===== src/rtl/axi2native_pkg.sv =====
// Shared types for the AXI4-Lite to native register bridge.
// Contents: AXI response codes and the write/read path state encodings.
package axi2native_pkg;

   typedef enum logic [1:0] {
      OKAY   = 2'b00,
      SLVERR = 2'b10
   } axi_resp_t;

   typedef enum logic [1:0] {
      W_IDLE = 2'b00,
      W_REQ  = 2'b01,
      W_RESP = 2'b10
   } wr_state_t;

   typedef enum logic [1:0] {
      R_IDLE = 2'b00,
      R_REQ  = 2'b01,
      R_RESP = 2'b10
   } rd_state_t;

endpackage


===== src/rtl/axi2native_if.sv =====
// AXI4-Lite bus bundle between an AXI master and the axi2native responder.
// Signals: aw*/w*/b* write channels, ar*/r* read channels (no prot).
// Modports: master (drives address/data/ready-for-response), slave (the bridge).
interface axi2native_if #(
   parameter int unsigned ADDR_W = 4,
   parameter int unsigned DATA_W = 32
) ();
   logic [ADDR_W-1:0]   awaddr;
   logic                awvalid;
   logic                awready;
   logic [DATA_W-1:0]   wdata;
   logic [DATA_W/8-1:0] wstrb;
   logic                wvalid;
   logic                wready;
   logic [1:0]          bresp;
   logic                bvalid;
   logic                bready;
   logic [ADDR_W-1:0]   araddr;
   logic                arvalid;
   logic                arready;
   logic [DATA_W-1:0]   rdata;
   logic [1:0]          rresp;
   logic                rvalid;
   logic                rready;

   modport master (
      output awaddr, awvalid, wdata, wstrb, wvalid, bready, araddr, arvalid, rready,
      input  awready, wready, bresp, bvalid, arready, rdata, rresp, rvalid
   );

   modport slave (
      input  awaddr, awvalid, wdata, wstrb, wvalid, bready, araddr, arvalid, rready,
      output awready, wready, bresp, bvalid, arready, rdata, rresp, rvalid
   );
endinterface


===== src/rtl/axi2native_wdog.sv =====
// Native-response watchdog: counts enabled cycles since the last clear and
// flags the cycle in which the count reaches LIMIT. Used only when
// AXI2NATIVE_TIMEOUT_EN is defined.
// Ports: clk_i, rst_n_i (sync active-low), clr_i, en_i, expired_c (comb).
module axi2native_wdog #(
   parameter int unsigned LIMIT = 255
) (
   input  logic clk_i,
   input  logic rst_n_i,
   input  logic clr_i,
   input  logic en_i,
   output logic expired_c
);
   localparam int unsigned CNT_W = $clog2(LIMIT + 1);

   logic [CNT_W-1:0] cnt_q;

   // Expiry is flagged on the cycle whose increment would make the count LIMIT.
   assign expired_c = en_i && !clr_i && (cnt_q == CNT_W'(LIMIT - 1));

   always_ff @(posedge clk_i) begin
      if (!rst_n_i || clr_i) begin
         cnt_q <= '0;
      end else if (en_i && (cnt_q != CNT_W'(LIMIT))) begin
         cnt_q <= cnt_q + 1'b1;
      end
   end
endmodule


===== src/rtl/axi2native.sv =====
// AXI4-Lite responder re-issuing each access on the native single-beat
// register handshake. Independent write and read paths, one outstanding each.
// Ports: clk_i, rst_n_i (sync active-low), s_axi (AXI4-Lite slave),
//        wr_* native write request/response, rd_* native read request/response.
// Optional: AXI2NATIVE_TIMEOUT_EN adds a per-path watchdog of TIMEOUT_CYCLES.
module axi2native
   import axi2native_pkg::*;
#(
   parameter int unsigned ADDR_W         = 4,
   parameter int unsigned DATA_W         = 32,
   parameter int unsigned TIMEOUT_CYCLES = 255
) (
   input  logic                clk_i,
   input  logic                rst_n_i,
   axi2native_if.slave         s_axi,
   output logic                wr_valid_o,
   output logic [ADDR_W-1:0]   wr_addr_o,
   output logic [DATA_W-1:0]   wr_data_o,
   output logic [DATA_W/8-1:0] wr_strb_o,
   input  logic                wr_ready_i,
   input  logic                wr_err_i,
   output logic                rd_valid_o,
   output logic [ADDR_W-1:0]   rd_addr_o,
   input  logic                rd_ready_i,
   input  logic [DATA_W-1:0]   rd_data_i,
   input  logic                rd_err_i
);
   localparam int unsigned STRB_W = DATA_W / 8;

   wr_state_t         wr_state_q, wr_state_d;
   logic              aw_ready_q, aw_ready_d, w_ready_q, w_ready_d;
   logic              aw_held_q, aw_held_d, w_held_q, w_held_d;
   logic              wr_valid_q, wr_valid_d;
   logic [ADDR_W-1:0] wr_addr_q, wr_addr_d;
   logic [DATA_W-1:0] wr_data_q, wr_data_d;
   logic [STRB_W-1:0] wr_strb_q, wr_strb_d;
   logic              bvalid_q, bvalid_d;
   axi_resp_t         bresp_q, bresp_d;

   rd_state_t         rd_state_q, rd_state_d;
   logic              ar_ready_q, ar_ready_d;
   logic              rd_valid_q, rd_valid_d;
   logic [ADDR_W-1:0] rd_addr_q, rd_addr_d;
   logic [DATA_W-1:0] rdata_q, rdata_d;
   logic              rvalid_q, rvalid_d;
   axi_resp_t         rresp_q, rresp_d;

   logic wr_expired_c, rd_expired_c;

`ifdef AXI2NATIVE_TIMEOUT_EN
   axi2native_wdog #(.LIMIT(TIMEOUT_CYCLES)) u_wr_wdog (
      .clk_i     (clk_i),
      .rst_n_i   (rst_n_i),
      .clr_i     (wr_state_q != W_REQ),
      .en_i      (!wr_ready_i),
      .expired_c (wr_expired_c)
   );
   axi2native_wdog #(.LIMIT(TIMEOUT_CYCLES)) u_rd_wdog (
      .clk_i     (clk_i),
      .rst_n_i   (rst_n_i),
      .clr_i     (rd_state_q != R_REQ),
      .en_i      (!rd_ready_i),
      .expired_c (rd_expired_c)
   );
`else
   logic unused_timeout;
   assign unused_timeout = ^32'(TIMEOUT_CYCLES);
   assign wr_expired_c   = 1'b0;
   assign rd_expired_c   = 1'b0;
`endif

   // Write path next state: AW and W gathered in any order, then one native beat.
   always_comb begin
      wr_state_d = wr_state_q;
      aw_ready_d = aw_ready_q;
      w_ready_d  = w_ready_q;
      aw_held_d  = aw_held_q;
      w_held_d   = w_held_q;
      wr_valid_d = wr_valid_q;
      wr_addr_d  = wr_addr_q;
      wr_data_d  = wr_data_q;
      wr_strb_d  = wr_strb_q;
      bvalid_d   = bvalid_q;
      bresp_d    = bresp_q;
      case (wr_state_q)
         W_IDLE: begin
            if (aw_ready_q && s_axi.awvalid) begin
               aw_held_d = 1'b1;
               wr_addr_d = s_axi.awaddr;
            end
            if (w_ready_q && s_axi.wvalid) begin
               w_held_d  = 1'b1;
               wr_data_d = s_axi.wdata;
               wr_strb_d = s_axi.wstrb;
            end
            if (aw_held_d && w_held_d) begin
               wr_state_d = W_REQ;
               wr_valid_d = 1'b1;
               aw_ready_d = 1'b0;
               w_ready_d  = 1'b0;
               aw_held_d  = 1'b0;
               w_held_d   = 1'b0;
            end else begin
               aw_ready_d = !aw_held_d;
               w_ready_d  = !w_held_d;
            end
         end
         W_REQ: begin
            if (wr_ready_i) begin
               wr_state_d = W_RESP;
               wr_valid_d = 1'b0;
               bvalid_d   = 1'b1;
               bresp_d    = wr_err_i ? SLVERR : OKAY;
            end else if (wr_expired_c) begin
               wr_state_d = W_RESP;
               wr_valid_d = 1'b0;
               bvalid_d   = 1'b1;
               bresp_d    = SLVERR;
            end
         end
         W_RESP: begin
            if (s_axi.bready) begin
               wr_state_d = W_IDLE;
               bvalid_d   = 1'b0;
               aw_ready_d = 1'b1;
               w_ready_d  = 1'b1;
            end
         end
         default: wr_state_d = W_IDLE;
      endcase
   end

   // Read path next state: capture AR, one native beat, hold R until taken.
   always_comb begin
      rd_state_d = rd_state_q;
      ar_ready_d = ar_ready_q;
      rd_valid_d = rd_valid_q;
      rd_addr_d  = rd_addr_q;
      rdata_d    = rdata_q;
      rvalid_d   = rvalid_q;
      rresp_d    = rresp_q;
      case (rd_state_q)
         R_IDLE: begin
            ar_ready_d = 1'b1;
            if (ar_ready_q && s_axi.arvalid) begin
               rd_state_d = R_REQ;
               ar_ready_d = 1'b0;
               rd_valid_d = 1'b1;
               rd_addr_d  = s_axi.araddr;
            end
         end
         R_REQ: begin
            if (rd_ready_i) begin
               rd_state_d = R_RESP;
               rd_valid_d = 1'b0;
               rvalid_d   = 1'b1;
               rdata_d    = rd_data_i;
               rresp_d    = rd_err_i ? SLVERR : OKAY;
            end else if (rd_expired_c) begin
               rd_state_d = R_RESP;
               rd_valid_d = 1'b0;
               rvalid_d   = 1'b1;
               rdata_d    = '0;
               rresp_d    = SLVERR;
            end
         end
         R_RESP: begin
            if (s_axi.rready) begin
               rd_state_d = R_IDLE;
               rvalid_d   = 1'b0;
               ar_ready_d = 1'b1;
            end
         end
         default: rd_state_d = R_IDLE;
      endcase
   end

   // State and output registers for both paths.
   always_ff @(posedge clk_i) begin
      if (!rst_n_i) begin
         wr_state_q <= W_IDLE;
         aw_ready_q <= 1'b0;
         w_ready_q  <= 1'b0;
         aw_held_q  <= 1'b0;
         w_held_q   <= 1'b0;
         wr_valid_q <= 1'b0;
         wr_addr_q  <= '0;
         wr_data_q  <= '0;
         wr_strb_q  <= '0;
         bvalid_q   <= 1'b0;
         bresp_q    <= OKAY;
         rd_state_q <= R_IDLE;
         ar_ready_q <= 1'b0;
         rd_valid_q <= 1'b0;
         rd_addr_q  <= '0;
         rdata_q    <= '0;
         rvalid_q   <= 1'b0;
         rresp_q    <= OKAY;
      end else begin
         wr_state_q <= wr_state_d;
         aw_ready_q <= aw_ready_d;
         w_ready_q  <= w_ready_d;
         aw_held_q  <= aw_held_d;
         w_held_q   <= w_held_d;
         wr_valid_q <= wr_valid_d;
         wr_addr_q  <= wr_addr_d;
         wr_data_q  <= wr_data_d;
         wr_strb_q  <= wr_strb_d;
         bvalid_q   <= bvalid_d;
         bresp_q    <= bresp_d;
         rd_state_q <= rd_state_d;
         ar_ready_q <= ar_ready_d;
         rd_valid_q <= rd_valid_d;
         rd_addr_q  <= rd_addr_d;
         rdata_q    <= rdata_d;
         rvalid_q   <= rvalid_d;
         rresp_q    <= rresp_d;
      end
   end

   assign s_axi.awready = aw_ready_q;
   assign s_axi.wready  = w_ready_q;
   assign s_axi.bvalid  = bvalid_q;
   assign s_axi.bresp   = bresp_q;
   assign s_axi.arready = ar_ready_q;
   assign s_axi.rvalid  = rvalid_q;
   assign s_axi.rdata   = rdata_q;
   assign s_axi.rresp   = rresp_q;
   assign wr_valid_o    = wr_valid_q;
   assign wr_addr_o     = wr_addr_q;
   assign wr_data_o     = wr_data_q;
   assign wr_strb_o     = wr_strb_q;
   assign rd_valid_o    = rd_valid_q;
   assign rd_addr_o     = rd_addr_q;
endmodule

===== src/flat_wrapper.sv =====
// flat-port wrapper written by rule: the top's interface ports become plain ports
module axi2native_flat import axi2native_pkg::*;
#(
   parameter int unsigned ADDR_W         = 4,
   parameter int unsigned DATA_W         = 32,
   parameter int unsigned TIMEOUT_CYCLES = 255
)
  (clk_i, rst_n_i, wr_valid_o, wr_addr_o, wr_data_o, wr_strb_o, wr_ready_i, wr_err_i, rd_valid_o, rd_addr_o, rd_ready_i, rd_data_i, rd_err_i, s_axi_awaddr, s_axi_awvalid, s_axi_wdata, s_axi_wstrb, s_axi_wvalid, s_axi_bready, s_axi_araddr, s_axi_arvalid, s_axi_rready, s_axi_awready, s_axi_wready, s_axi_bresp, s_axi_bvalid, s_axi_arready, s_axi_rdata, s_axi_rresp, s_axi_rvalid);
  axi2native_if #(.ADDR_W(ADDR_W), .DATA_W(DATA_W)) s_axi_i ();
  input  logic clk_i;
  input  logic rst_n_i;
  output logic wr_valid_o;
  output logic [ADDR_W-1:0] wr_addr_o;
  output logic [DATA_W-1:0] wr_data_o;
  output logic [DATA_W/8-1:0] wr_strb_o;
  input  logic wr_ready_i;
  input  logic wr_err_i;
  output logic rd_valid_o;
  output logic [ADDR_W-1:0] rd_addr_o;
  input  logic rd_ready_i;
  input  logic [DATA_W-1:0] rd_data_i;
  input  logic rd_err_i;
  input wire logic [$bits(s_axi_i.awaddr)-1:0] s_axi_awaddr;
  input wire logic [$bits(s_axi_i.awvalid)-1:0] s_axi_awvalid;
  input wire logic [$bits(s_axi_i.wdata)-1:0] s_axi_wdata;
  input wire logic [$bits(s_axi_i.wstrb)-1:0] s_axi_wstrb;
  input wire logic [$bits(s_axi_i.wvalid)-1:0] s_axi_wvalid;
  input wire logic [$bits(s_axi_i.bready)-1:0] s_axi_bready;
  input wire logic [$bits(s_axi_i.araddr)-1:0] s_axi_araddr;
  input wire logic [$bits(s_axi_i.arvalid)-1:0] s_axi_arvalid;
  input wire logic [$bits(s_axi_i.rready)-1:0] s_axi_rready;
  output wire logic [$bits(s_axi_i.awready)-1:0] s_axi_awready;
  output wire logic [$bits(s_axi_i.wready)-1:0] s_axi_wready;
  output wire logic [$bits(s_axi_i.bresp)-1:0] s_axi_bresp;
  output wire logic [$bits(s_axi_i.bvalid)-1:0] s_axi_bvalid;
  output wire logic [$bits(s_axi_i.arready)-1:0] s_axi_arready;
  output wire logic [$bits(s_axi_i.rdata)-1:0] s_axi_rdata;
  output wire logic [$bits(s_axi_i.rresp)-1:0] s_axi_rresp;
  output wire logic [$bits(s_axi_i.rvalid)-1:0] s_axi_rvalid;
  assign s_axi_i.awaddr = s_axi_awaddr;
  assign s_axi_i.awvalid = s_axi_awvalid;
  assign s_axi_i.wdata = s_axi_wdata;
  assign s_axi_i.wstrb = s_axi_wstrb;
  assign s_axi_i.wvalid = s_axi_wvalid;
  assign s_axi_i.bready = s_axi_bready;
  assign s_axi_i.araddr = s_axi_araddr;
  assign s_axi_i.arvalid = s_axi_arvalid;
  assign s_axi_i.rready = s_axi_rready;
  assign s_axi_awready = s_axi_i.awready;
  assign s_axi_wready = s_axi_i.wready;
  assign s_axi_bresp = s_axi_i.bresp;
  assign s_axi_bvalid = s_axi_i.bvalid;
  assign s_axi_arready = s_axi_i.arready;
  assign s_axi_rdata = s_axi_i.rdata;
  assign s_axi_rresp = s_axi_i.rresp;
  assign s_axi_rvalid = s_axi_i.rvalid;
  axi2native #(.ADDR_W(ADDR_W), .DATA_W(DATA_W), .TIMEOUT_CYCLES(TIMEOUT_CYCLES)) u_core (.clk_i(clk_i), .rst_n_i(rst_n_i), .s_axi(s_axi_i), .wr_valid_o(wr_valid_o), .wr_addr_o(wr_addr_o), .wr_data_o(wr_data_o), .wr_strb_o(wr_strb_o), .wr_ready_i(wr_ready_i), .wr_err_i(wr_err_i), .rd_valid_o(rd_valid_o), .rd_addr_o(rd_addr_o), .rd_ready_i(rd_ready_i), .rd_data_i(rd_data_i), .rd_err_i(rd_err_i));
endmodule

===== config.mk =====
export PLATFORM = sky130hd
export DESIGN_NAME = axi2native_flat
export DESIGN_NICKNAME = d
export VERILOG_FILES = /design/src/rtl/axi2native_pkg.sv /design/src/rtl/axi2native_if.sv /design/src/rtl/axi2native_wdog.sv /design/src/rtl/axi2native.sv /design/src/flat_wrapper.sv
export SDC_FILE = /design/constraint.sdc
export NUM_CORES = 1
export LEC_CHECK = 0
export ABC_AREA = 1
export CAP_MARGIN = 10
export CELL_PAD_IN_SITES_DETAIL_PLACEMENT = 1
export CELL_PAD_IN_SITES_GLOBAL_PLACEMENT = 1
export CORE_MARGIN = 2
export CORE_UTILIZATION = 46
export CTS_BUF_LIST = sky130_fd_sc_hd__clkbuf_4 sky130_fd_sc_hd__clkbuf_8
export DETAILED_ROUTE_END_ITERATION = 7
export DONT_BUFFER_PORTS = 1
export GPL_TIMING_DRIVEN = 0
export PLACE_DENSITY = 0.87
export SLEW_MARGIN = 30
export SYNTH_ARGS = -nofsm -noshare
export SYNTH_HDL_FRONTEND = slang
export SYNTH_SLANG_ARGS = --single-unit

===== constraint.sdc =====
create_clock -name clk_i -period 3.6 [get_ports clk_i]
set_input_delay 0.36 -clock clk_i [delete_from_list [all_inputs] [get_ports clk_i]]
set_output_delay 0.36 -clock clk_i [all_outputs]
set_load 0.02 [all_outputs]

## After elaboration in Yosys (flattened, before gate mapping)

Cells that the tools add are included.

| storage, ports and cells | value |
|---|---|
| flip-flop bits (word level) | 93 |
| bits in latches | 0 |
| memory bits (writable) | 0 |
| ROM bits | 0 |
| output and inout bits | 87 |
| memories kept | 0 |

| cells by class | value |
|---|---|
| $add $sub $neg | 0 |
| $mul | 0 |
| div/mod/pow operators | 0 |
| order comparisons | 0 |
| eq/ne operators | 10 |
| shift operators | 0 |
| multiplexer cells | 36 |
| bitwise gates (word level) | 0 |
| reduce and logical (&&, ||, !) cells | 27 |

Operator list:

| cell | number |
|---|---|
| two-way mux 1 bit | 19 |
| AND reduction 3 bit | 6 |
| two-way mux 2 bit | 8 |
| case mux 1 bit (2 select lines) | 7 |
| AND reduction 2 bit | 7 |
| case mux 2 bit (3 select lines) | 2 |
| nonzero test 2 bit | 6 |
| != test 2 bit, second input constant | 4 |
| equality test 2 x 1 -> 1 bit, second input constant | 2 |
| equality test 2 bit, second input constant | 2 |
| logical AND 1 bit | 4 |
| logical NOT 2 bit | 2 |
| != test 2 x 1 -> 1 bit, second input constant | 2 |
| logical NOT 1 bit | 2 |

## Longest topological paths before layout

Gate-level depths: netlist (run 1).

| depth | value |
|---|---|
| word-level depth | 6 |
| mapped depth | 7 |

## Least setup slack after synthesis (run 1)

Ideal clock, no wire load.

| timing path | value |
|---|---|
| path kind | flip-flop to flip-flop |
| start point | register u_core.w_ready_q (netlist: u_core.s_axi.wready) |
| end point | register u_core.wr_data_q[10] (netlist: u_core.wr_data_o[10]) |
| library setup time | 0.116 ns |
| data arrival time | 1.155 ns |
| path slack | 2.329 ns |
| cell stages (with the launch flop) | 7 |
| period minus slack after synthesis | 1.271 ns |
| cell sequence | dfxtp_1 > nand2_1 > nor2_8 > inv_6 > buf_6 > nor2_1 > nor2_1 |

| on the way | value |
|---|---|
| cells in the longest elaborated chain, start to end | 2 |

RTL lines:

| element | RTL line | source |
|---|---|---|
| start: declaration | axi2native.sv:31 | `logic aw_ready_q, aw_ready_d, w_ready_q, w_ready_d;` |
| start signal: assignment | axi2native.sv:202 | `w_ready_q <= w_ready_d;` |
| logical AND 1 bit | axi2native.sv:91 | `if (w_ready_q && s_axi.wvalid) begin` |
| AND reduction 2 bit (no line) | - |  |
| end signal: assignment | axi2native.sv:207 | `wr_data_q <= wr_data_d;` |
| end: declaration | axi2native.sv:35 | `logic [DATA_W-1:0] wr_data_q, wr_data_d;` |

Every way passes these cells.
A chain may end at the register's enable or synchronous reset.

## Worst setup path after layout (run 1)

| timing path | value |
|---|---|
| start point | register u_core.ar_ready_q (netlist: u_core.s_axi.arready) |
| end point | register u_core.rd_addr_q[1] (netlist: u_core.rd_addr_o[1]) |

| on the way | value |
|---|---|
| cells in the longest elaborated chain, start to end | 2 |

RTL lines:

| element | RTL line | source |
|---|---|---|
| start: declaration | axi2native.sv:41 | `logic ar_ready_q, ar_ready_d;` |
| start signal: assignment | axi2native.sv:212 | `ar_ready_q <= ar_ready_d;` |
| logical AND 1 bit | axi2native.sv:145 | `if (ar_ready_q && s_axi.arvalid) begin` |
| AND reduction 2 bit (no line) | - |  |
| end signal: assignment | axi2native.sv:214 | `rd_addr_q <= rd_addr_d;` |
| end: declaration | axi2native.sv:43 | `logic [ADDR_W-1:0] rd_addr_q, rd_addr_d;` |

Every way passes these cells.

==> flow_metrics.env, run 1 <==
export IMPL_synthFlopType="dfxtp_1"
export IMPL_vdd_drop_max_uv=245
export IMPL_syn_inst=413
export IMPL_grt_pass1_wl_um=12800
export IMPL_hold_viol=0
export IMPL_ys_seq_area_share_pct=55.2
export IMPL_grt_pass1_vias=2755
export IMPL_drt_initial_drc_count=94
export IMPL_fmax_ghz=0.647
export IMPL_num_vias=2723
export IMPL_clk_pin_slew_ps=90
export IMPL_place_hpwl_um=6540
export IMPL_synthArstFlopShare_pct=0
export IMPL_synth_common_cells="dfxtp_1, nor2_1, o21ai_0, a21oi_1, inv_1"
export IMPL_die_w_um=88.7
export IMPL_hold_depth=2
export IMPL_maxCapViolCount=0
export IMPL_finalMaxSlewViolations=0
export IMPL_ioPinCount=174
export IMPL_fillers=861
export IMPL_crit_type="flop to flop"
export IMPL_cts_sinks=91
export IMPL_routed_via_density=5.18
export IMPL_min_path_type="input port to flop"
export IMPL_synth_edff_count=0
export IMPL_r2r_start="u_core.s_axi.arready"
export IMPL_drcViolationCount=0
export IMPL_tightest_slew_ps=536
export IMPL_clk_latency_ps=340
export IMPL_wl_per_cell_um=16.3
export IMPL_fp_dieH_um=88.7
export IMPL_totalWireLength_um=8570
export IMPL_cts_root_buffer="clkbuf_8"
export IMPL_p_leak_nw=1.49
export IMPL_synth_seq_cells=91
export IMPL_cts_hold_buf=0
export IMPL_htreeDepth=3
export IMPL_layout_drive_gt1_share_pct=8.60
export IMPL_power_density_nw_per_um2=614
export IMPL_initial_core_util_pct=48.1
export IMPL_r2r_slack_ps=2050
export IMPL_rr_worst_depth=5
export IMPL_hold_ws_ps=148
export IMPL_cts_buffer_depth=2
export IMPL_crit_path_end_kind="flop"
export IMPL_status="finished, final reports clean"
export IMPL_syn_area_um2=3300
export IMPL_fin_skew_ps=6.08
export IMPL_ys_types=21
export IMPL_syn_avg_cell_area_um2=7.99
export IMPL_diodes=0
export IMPL_finalSetupViolations=0
export IMPL_port_buffers=0
export IMPL_synth_area_top_cells="dfxtp_1, o21ai_0, nor2_1"
export IMPL_core_area_um2=6870
export IMPL_start_kind="flop"
export IMPL_cts_buffers=9
export IMPL_slew_limit_headroom_pct=64.0
export IMPL_final_seq_area_um2=1820
export IMPL_die_area_um2=7870
export IMPL_finalCritPeriodShare_pct=43.0
export IMPL_crit_arrival_ps=1780
export IMPL_setup_worst_path_start="u_core.s_axi.arready"
export IMPL_synth_top_area_share_pct=55.2
export IMPL_grt_overflow=0
export IMPL_min_period_ps=1550
export IMPL_gp_congestion=0.743
export IMPL_grt_max_degree=15
export IMPL_grtUsageTotal_pct=21.1
export IMPL_cts_tree="built"
export IMPL_tns_ps=0
export IMPL_worst_ep_required_time_ps=3840
export IMPL_ant_nets=0
export IMPL_yosys_warnings=0
export IMPL_grt_setup_unrepaired="false"
export IMPL_critPathMaxFanout=6
export IMPL_synthToLayoutAreaGrowth_pct=11.3
export IMPL_critPathCapture="u_core.rd_addr_o[1]"
export IMPL_cts_resized=0
export IMPL_synth_top_area_cell="dfxtp_1"
export IMPL_drt_first_pass_iters=4
export IMPL_nets=512
export IMPL_rr_endpoint="u_core.rd_addr_o[1]"
export IMPL_multiInputGateArea_um2=1140
export IMPL_cts_setup_buffers=0
export IMPL_antenna_found_initial=0
export IMPL_rows=30
-- through the flow --
stage	std cells	utilization (%)	power, W	worst slack, ps	instance area (um^2)
detailed placement	510	49.9	0.00144	2030	3420
global route	526	53.5	0.00236	1790	3670
floorplan	414	-	0.00138	2330	3300
CTS	526	53.5	0.00228	2030	3670
global placement	510	49.9	0.00143	2090	3420
finish	526	53.5	0.00226	2050	3670
-- worst min path at each step --
stage                    startpoint              endpoint  slack, ps
finish              s_axi_wdata[30]  u_core.wr_data_o[30]        150
global route         s_axi_wdata[5]   u_core.wr_data_o[5]        140
CTS                 s_axi_wdata[30]  u_core.wr_data_o[30]        130
detailed placement  u_core.w_held_q       u_core.w_held_q        450
global placement    u_core.w_held_q       u_core.w_held_q        440
floorplan           u_core.w_held_q       u_core.w_held_q        430
-- cells in the final DEF (no fill, tap or decap), types with 2 or more instances in the layout --
cell type,count
a21oi_1,46
nor3_1,2
inv_1,46
nand2_1,19
inv_2,2
o21ai_1,9
clkbuf_8,10
bufinv_16,3
nor2_1,91
o21ai_0,70
clkbuf_1,8
dfxtp_1,91
clkbuf_4,2
buf_4,2
buf_6,5
conb_1,2
buf_2,8
nand3_1,7
-- sequential cells by signal, summed over array words and instances (netlist names) --
signal                cells
u_core.s_axi.rresp        1
u_core.wr_valid_o         1
u_core.aw_held_q          1
u_core.wr_strb_o          4
u_core.rd_state_q         2
u_core.wr_addr_o          4
u_core.s_axi.bresp        1
u_core.s_axi.rdata       32
u_core.rd_valid_o         1
u_core.s_axi.bvalid       1
u_core.w_held_q           1
u_core.rd_addr_o          4
u_core.s_axi.awready      1
u_core.wr_state_q         2
u_core.wr_data_o         32
u_core.s_axi.wready       1
u_core.s_axi.arready      1
u_core.s_axi.rvalid       1
-- routing by layer --
layer	up-vias	GRT usage (%)	routed length, um
li1	1336	-	-
met1	1248	22.6	3230
met2	125	37.2	4110
met3	14	9.05	1090
met4	0	7.30	138
met5	-	0	0
-- cell families (layout without fill, tap and decap cells) --
group / after synthesis / after routing / share of synthesized area, %
other: 1 / 2 / 0.114
AO/OA/AOI/OAI: 126 / 126 / 19.2
flip-flops: 91 / 91 / 55.2
AND/OR/NAND/NOR: 122 / 122 / 15.0
buffers and inverters: 73 / 89 / 10.5
-- power by group --
group / total [W] / leakage, nW / switching (W) / internal (W)
combinational: 0.000190 / 0.621 / 0.000121 / 0.0000692
sequential: 0.00123 / 0.744 / 0.000142 / 0.00108
clock: 0.000840 / 0.124 / 0.000344 / 0.000496
-- critical path, cell delays in order (launching register included) --
cell and delay, ps:
dfxtp_1 480, nand2_1 110, nor3_1 440, inv_1 220, nor2_1 130, nor2_1 60
-- layout make-up --
| class | count | area share, % |
|---|---|---|
| buffer | 24 | 4.26 |
| clock buffer | 12 | 4.15 |
| clock inverter | 4 | 2.66 |
| inverter | 49 | 5.14 |
| multi-input combinational | 250 | 30.9 |
| sequential | 91 | 49.6 |
| tap | 96 | 3.27 |
(Power assumes the default switching activity.)
==> run 2, diff against run 1 <==
Settings changed: CORE_UTILIZATION 46 to 40, PLACE_DENSITY 0.87 to 0.8.
Clock period 3.6 ns to 1.39 ns, I/O delays scaled along.
==> flow_metrics.env, run 2 (synthesis gave the netlist of run 1 again) <==
export IMPL_pre_cts_ws_ps=-226
export IMPL_antenna_found_initial=1
export IMPL_port_buffers=0
export IMPL_fp_dieH_um=94.8
export IMPL_crit_type="flop to flop"
export IMPL_cts_sinks=91
export IMPL_rows=33
export IMPL_min_period_ps=1320
export IMPL_layout_setup_ws_ps=68.4
export IMPL_tightest_slew_ps=540
export IMPL_cts_buffer_depth=2
export IMPL_start_kind="flop"
export IMPL_initial_core_util_pct=40.8
export IMPL_critPathMaxFanout=10
export IMPL_grt_overflow=0
export IMPL_grt_max_degree=15
export IMPL_cts_tree="built"
export IMPL_vdd_drop_max_uv=593
export IMPL_ioPinCount=174
export IMPL_finalCritPeriodShare_pct=95.1
export IMPL_final_common_cell="nor2_1"
export IMPL_nets=591
export IMPL_hold_viol=0
export IMPL_finalMaxSlewViolations=0
export IMPL_synthToLayoutAreaGrowth_pct=36.3
export IMPL_drt_initial_drc_count=57
export IMPL_slew_limit_headroom_pct=64.0
export IMPL_grt_pass1_vias=3512
export IMPL_totalWireLength_um=11000
export IMPL_grt_pass1_wl_um=16800
export IMPL_min_path_type="input port to flop"
export IMPL_drt_first_pass_iters=4
export IMPL_fmax_ghz=0.757
export IMPL_clk_pin_slew_ps=80
export IMPL_final_util_pct=55.6
export IMPL_layout_drive_gt1_share_pct=10.6
export IMPL_status="finished, final reports clean"
export IMPL_core_area_um2=8090
export IMPL_grt_setup_unrepaired="true"
export IMPL_crit_arrival_ps=1550
export IMPL_final_cell_mix="nor2_1, dfxtp_1, dlygate4sd3_1"
export IMPL_gp_congestion=0.729
export IMPL_fin_skew_ps=11.8
export IMPL_cts_root_buffer="clkbuf_8"
export IMPL_cts_buffers=9
export IMPL_place_hpwl_um=6600
export IMPL_routed_via_density=5.09
export IMPL_worst_ep_required_time_ps=1620
export IMPL_power_density_nw_per_um2=1310
export IMPL_finalSetupViolations=0
export IMPL_drcViolationCount=0
export IMPL_clk_latency_ps=350
export IMPL_maxCapViolCount=0
export IMPL_wl_per_cell_um=17.8
export IMPL_die_w_um=94.8
export IMPL_num_vias=3131
export IMPL_ant_nets=0
export IMPL_tns_ps=0
export IMPL_crit_path_end_kind="flop"
export IMPL_grtUsageTotal_pct=24.2
export IMPL_htreeDepth=3
export IMPL_die_area_um2=8990
export IMPL_p_leak_nw=1.81
[run 2: changes by cell type in the layout (fill, tap and decap cells not counted), sizes merged]
cell,change
dlygate4sd3,+75
buf,+4
bufinv,-1
clkinvlp,+1
diode,+1
[run 2: final timing paths]
path	slack (ps)	from	cells after the start	end
worst max-delay path	70	u_core.wr_state_q[1]	7	u_core.wr_data_o[8]
worst min-delay path	5	rd_data_i[11]	2	u_core.s_axi.rdata[11]
worst min register to register	470	u_core.w_held_q	2	u_core.w_held_q
worst max register to register	70	u_core.wr_state_q[1]	7	u_core.wr_data_o[8]
[run 2: area by class of cell]
type	count	area (um^2)
antenna	1	2.50
inverter	49	191
buffer	24	164
fill	958	3590
timing repair buffer	79	793
clock inverter	4	75.1
clock buffer	12	146
multi-input combinational	250	1170
tap	105	131
sequential	91	1830
[run 2: power by group]
group / leakage (nW) / switching [W] / total (W) / internal [W]
sequential: 0.746 / 0.000378 / 0.00319 / 0.00281
combinational: 0.960 / 0.000390 / 0.000736 / 0.000346
clock: 0.107 / 0.000912 / 0.00199 / 0.00108
total: 1.81 / 0.00168 / 0.00591 / 0.00423
[run 2: metal layers]
layer | part of all wire, % | track usage [%]
met5 | 0 | 0
met4 | 2.5 | 10.6
met3 | 11 | 9.90
met2 | 51 | 44.4
met1 | 35 | 23.8
[run 2: timing repair]
item	4_1_cts	5_1_grt
endpoints found under the setup margin	40	59
pin swaps	0	2
resized for setup	4	17
buffers inserted	0	4
hold buffers	75	0
endpoints found under the hold margin	77	0
[run 2: worst max-delay path, cell delays in order, from the launching register on]
cell	delay, ps
dfxtp_2	340
nor2_4	160
inv_4	70
nor2_8	190
inv_6	80
buf_6	150
nor2_2	130
nor2_1	70
[run 2: metrics by stage]
stage | instance area, um^2 | hold WS [ps] | power, W | std cells
2_1_floorplan | 3300 | 274 | 0.00358 | 414
4_1_cts | 4420 | 2.26 | 0.00588 | 610
3_3_place_gp | 3440 | 276 | 0.00370 | 519
3_5_place_dp | 3440 | 283 | 0.00374 | 519
5_1_grt | 4500 | 2.18 | 0.00617 | 615
6_report | 4500 | 5.04 | 0.00591 | 615
==> run 3, diff against run 2 <==
Settings changed: CORE_UTILIZATION 40 to 41, CTS_CLUSTER_DIAMETER from default to 40, PLACE_DENSITY 0.8 to 0.81, SYNTH_HIERARCHICAL from default to 1.
==> flow_metrics.env, run 3 <==
export IMPL_ys_seq_area_share_pct=53.5
export IMPL_gp_congestion=0.734
export IMPL_drcViolationCount=0
export IMPL_power_density_nw_per_um2=1280
export IMPL_die_w_um=95.1
export IMPL_htreeDepth=3
export IMPL_crit_path_end_kind="flop"
export IMPL_fmax_ghz=0.749
export IMPL_crit_arrival_ps=1590
export IMPL_initial_core_util_pct=41.8
export IMPL_synth_seq_cells=91
export IMPL_cts_sinks=91
export IMPL_maxCapViolCount=0
export IMPL_synth_edff_count=0
export IMPL_syn_avg_cell_area_um2=8.08
export IMPL_grt_setup_unrepaired="true"
export IMPL_cts_buffers=9
export IMPL_drt_first_pass_iters=5
export IMPL_multiInputGateArea_um2=1320
export IMPL_slew_limit_headroom_pct=66.4
export IMPL_fin_skew_ps=8.08
export IMPL_wl_per_cell_um=17.7
export IMPL_ant_nets=0
export IMPL_num_vias=3217
export IMPL_synthToLayoutAreaGrowth_pct=35.6
export IMPL_fp_dieH_um=95.1
export IMPL_status="finished, final reports clean"
export IMPL_final_seq_area_um2=1830
export IMPL_fillers=941
export IMPL_pre_cts_ws_ps=-36.2
export IMPL_start_kind="flop"
export IMPL_place_hpwl_um=6800
export IMPL_grtUsageTotal_pct=23.7
export IMPL_finalCritPeriodShare_pct=96.1
export IMPL_die_area_um2=9040
export IMPL_syn_inst=421
export IMPL_tns_ps=0
export IMPL_finalSetupViolations=0
export IMPL_hold_viol=0
export IMPL_final_area_um2=4610
export IMPL_synth_area_top_cells="dfxtp_1, nor2_1, a21oi_1"
export IMPL_rows=33
export IMPL_routed_via_density=5.14
export IMPL_final_cell_mix="dfxtp_1, dlygate4sd3_1, nor2_1"
export IMPL_busiest_layer="met2"
export IMPL_cts_root_buffer="clkbuf_8"
export IMPL_nets=604
export IMPL_layout_setup_ws_ps=54.5
export IMPL_diodes=0
export IMPL_grt_overflow=0
export IMPL_use_met2_pct=45.1
export IMPL_grt_pass1_wl_um=16600
export IMPL_finalMaxSlewViolations=0
export IMPL_hold_ws_ps=17.5
export IMPL_drt_initial_drc_count=51
export IMPL_antenna_found_initial=0
export IMPL_ioPinCount=174
export IMPL_ys_types=22
export IMPL_final_common_cell="dfxtp_1"
export IMPL_core_area_um2=8130
export IMPL_synthArstFlopShare_pct=0
export IMPL_grt_use_met3_pct=8.30
export IMPL_placed_area_um2=3540
export IMPL_synth_common_cells="dfxtp_1, nor2_1, nand2_1, a21oi_1, nand3_1"
export IMPL_synthFlopType="dfxtp_1"
export IMPL_grt_use_met1_pct=24.6
export IMPL_port_buffers=0
export IMPL_vdd_drop_max_uv=603
export IMPL_p_leak_nw=1.78
export IMPL_min_path_type="input port to flop"
export IMPL_synth_most_common_cell="dfxtp_1"
export IMPL_yosys_warnings=6
export IMPL_critPathMaxFanout=10
export IMPL_layout_drive_gt1_share_pct=12.7
export IMPL_synth_top_area_share_pct=53.5
export IMPL_grt_max_degree=15
export IMPL_syn_area_um2=3400
export IMPL_clk_pin_slew_ps=90
export IMPL_cts_buffer_depth=2
export IMPL_cts_tree="built"
export IMPL_synth_top_area_cell="dfxtp_1"
export IMPL_tightest_slew_ps=504
export IMPL_totalWireLength_um=11100
export IMPL_crit_type="flop to flop"
export IMPL_worst_ep_required_time_ps=1650
export IMPL_grt_pass1_vias=3435
export IMPL_final_util_pct=56.7
export IMPL_min_period_ps=1340
export IMPL_clk_latency_ps=340
[run 3: cell count changes after synthesis, sizes merged]
| cell | previous run | this run |
|---|---|---|
| nand3b | 1 | 3 |
| o21ai | 79 | 46 |
| nand3 | 7 | 39 |
| nor2 | 93 | 95 |
| clkbuf | 8 | 11 |
| nand2 | 19 | 55 |
| clkinv | 0 | 1 |
| a21oi | 46 | 44 |
| buf | 16 | 17 |
| nor3 | 2 | 0 |
| o21a | 1 | 0 |
| inv | 49 | 17 |
| nand4 | 0 | 1 |
[run 3: worst paths after layout]
path	from	end	slack (ps)	cells past startpoint
max reg2reg	u_core/rd_state_q[0]	u_core/s_axi.rdata[5]	50	5
min reg2reg	u_core/aw_held_q	u_core/aw_held_q	460	2
min	rst_n_i	u_core/s_axi.rdata[20]	20	2
max	u_core/rd_state_q[0]	u_core/s_axi.rdata[5]	50	5
[run 3: final cells by class]
type	count	share of cell area (%)
Clock inverter	4	1.65
Multi-Input combinational cell	285	28.6
Sequential cell	91	39.6
Inverter	18	1.74
Clock buffer	11	3.01
Buffer	28	4.56
Timing Repair Buffer	84	18.0
Tap cell	105	2.85
[run 3: repair_timing]
item                       4_1_cts  5_1_grt
setup buffers                    0        5
hold buffers                    79        0
hold endpoints to repair        79        0
setup endpoints to repair        9       50
pin swaps                        0        2
gates resized for setup          1       20
[run 3: routing by layer]
| layer | up-vias | share of wire (%) |
|---|---|---|
| met1 | 1514 | 38 |
| met2 | 135 | 52 |
| li1 | 1553 | - |
| met5 | - | 0 |
| met3 | 15 | 8.7 |
| met4 | 0 | 1.2 |
[run 3: kinds of logic after synthesis]
logic type,after synthesis,share of synthesized area [%]
other,1,0.110
AND/OR/NAND/NOR,193,25.2
buffers and inverters,46,7.94
flip-flops,91,53.5
AO/OA/AOI/OAI,90,13.2
[run 3: power by group]
group | total, W | internal, W | switching, W
registers | 0.00314 | 0.00279 | 0.000349
clock network | 0.00193 | 0.00105 | 0.000887
logic | 0.000840 | 0.000397 | 0.000443
[run 3: worst max-delay path, cell delays in order, from the launching register on]
cell	delay (ps)
dfxtp_1	360
inv_1	100
nor2_4	270
buf_6	190
nand3_1	100
a21oi_1	210
[run 3: metrics by stage]
step,instances,power (W)
after floorplan,422,0.00364
after global placement,527,0.00376
after detailed placement,527,0.00381
after CTS,621,0.00593
after global routing,626,0.00619
final,626,0.00591
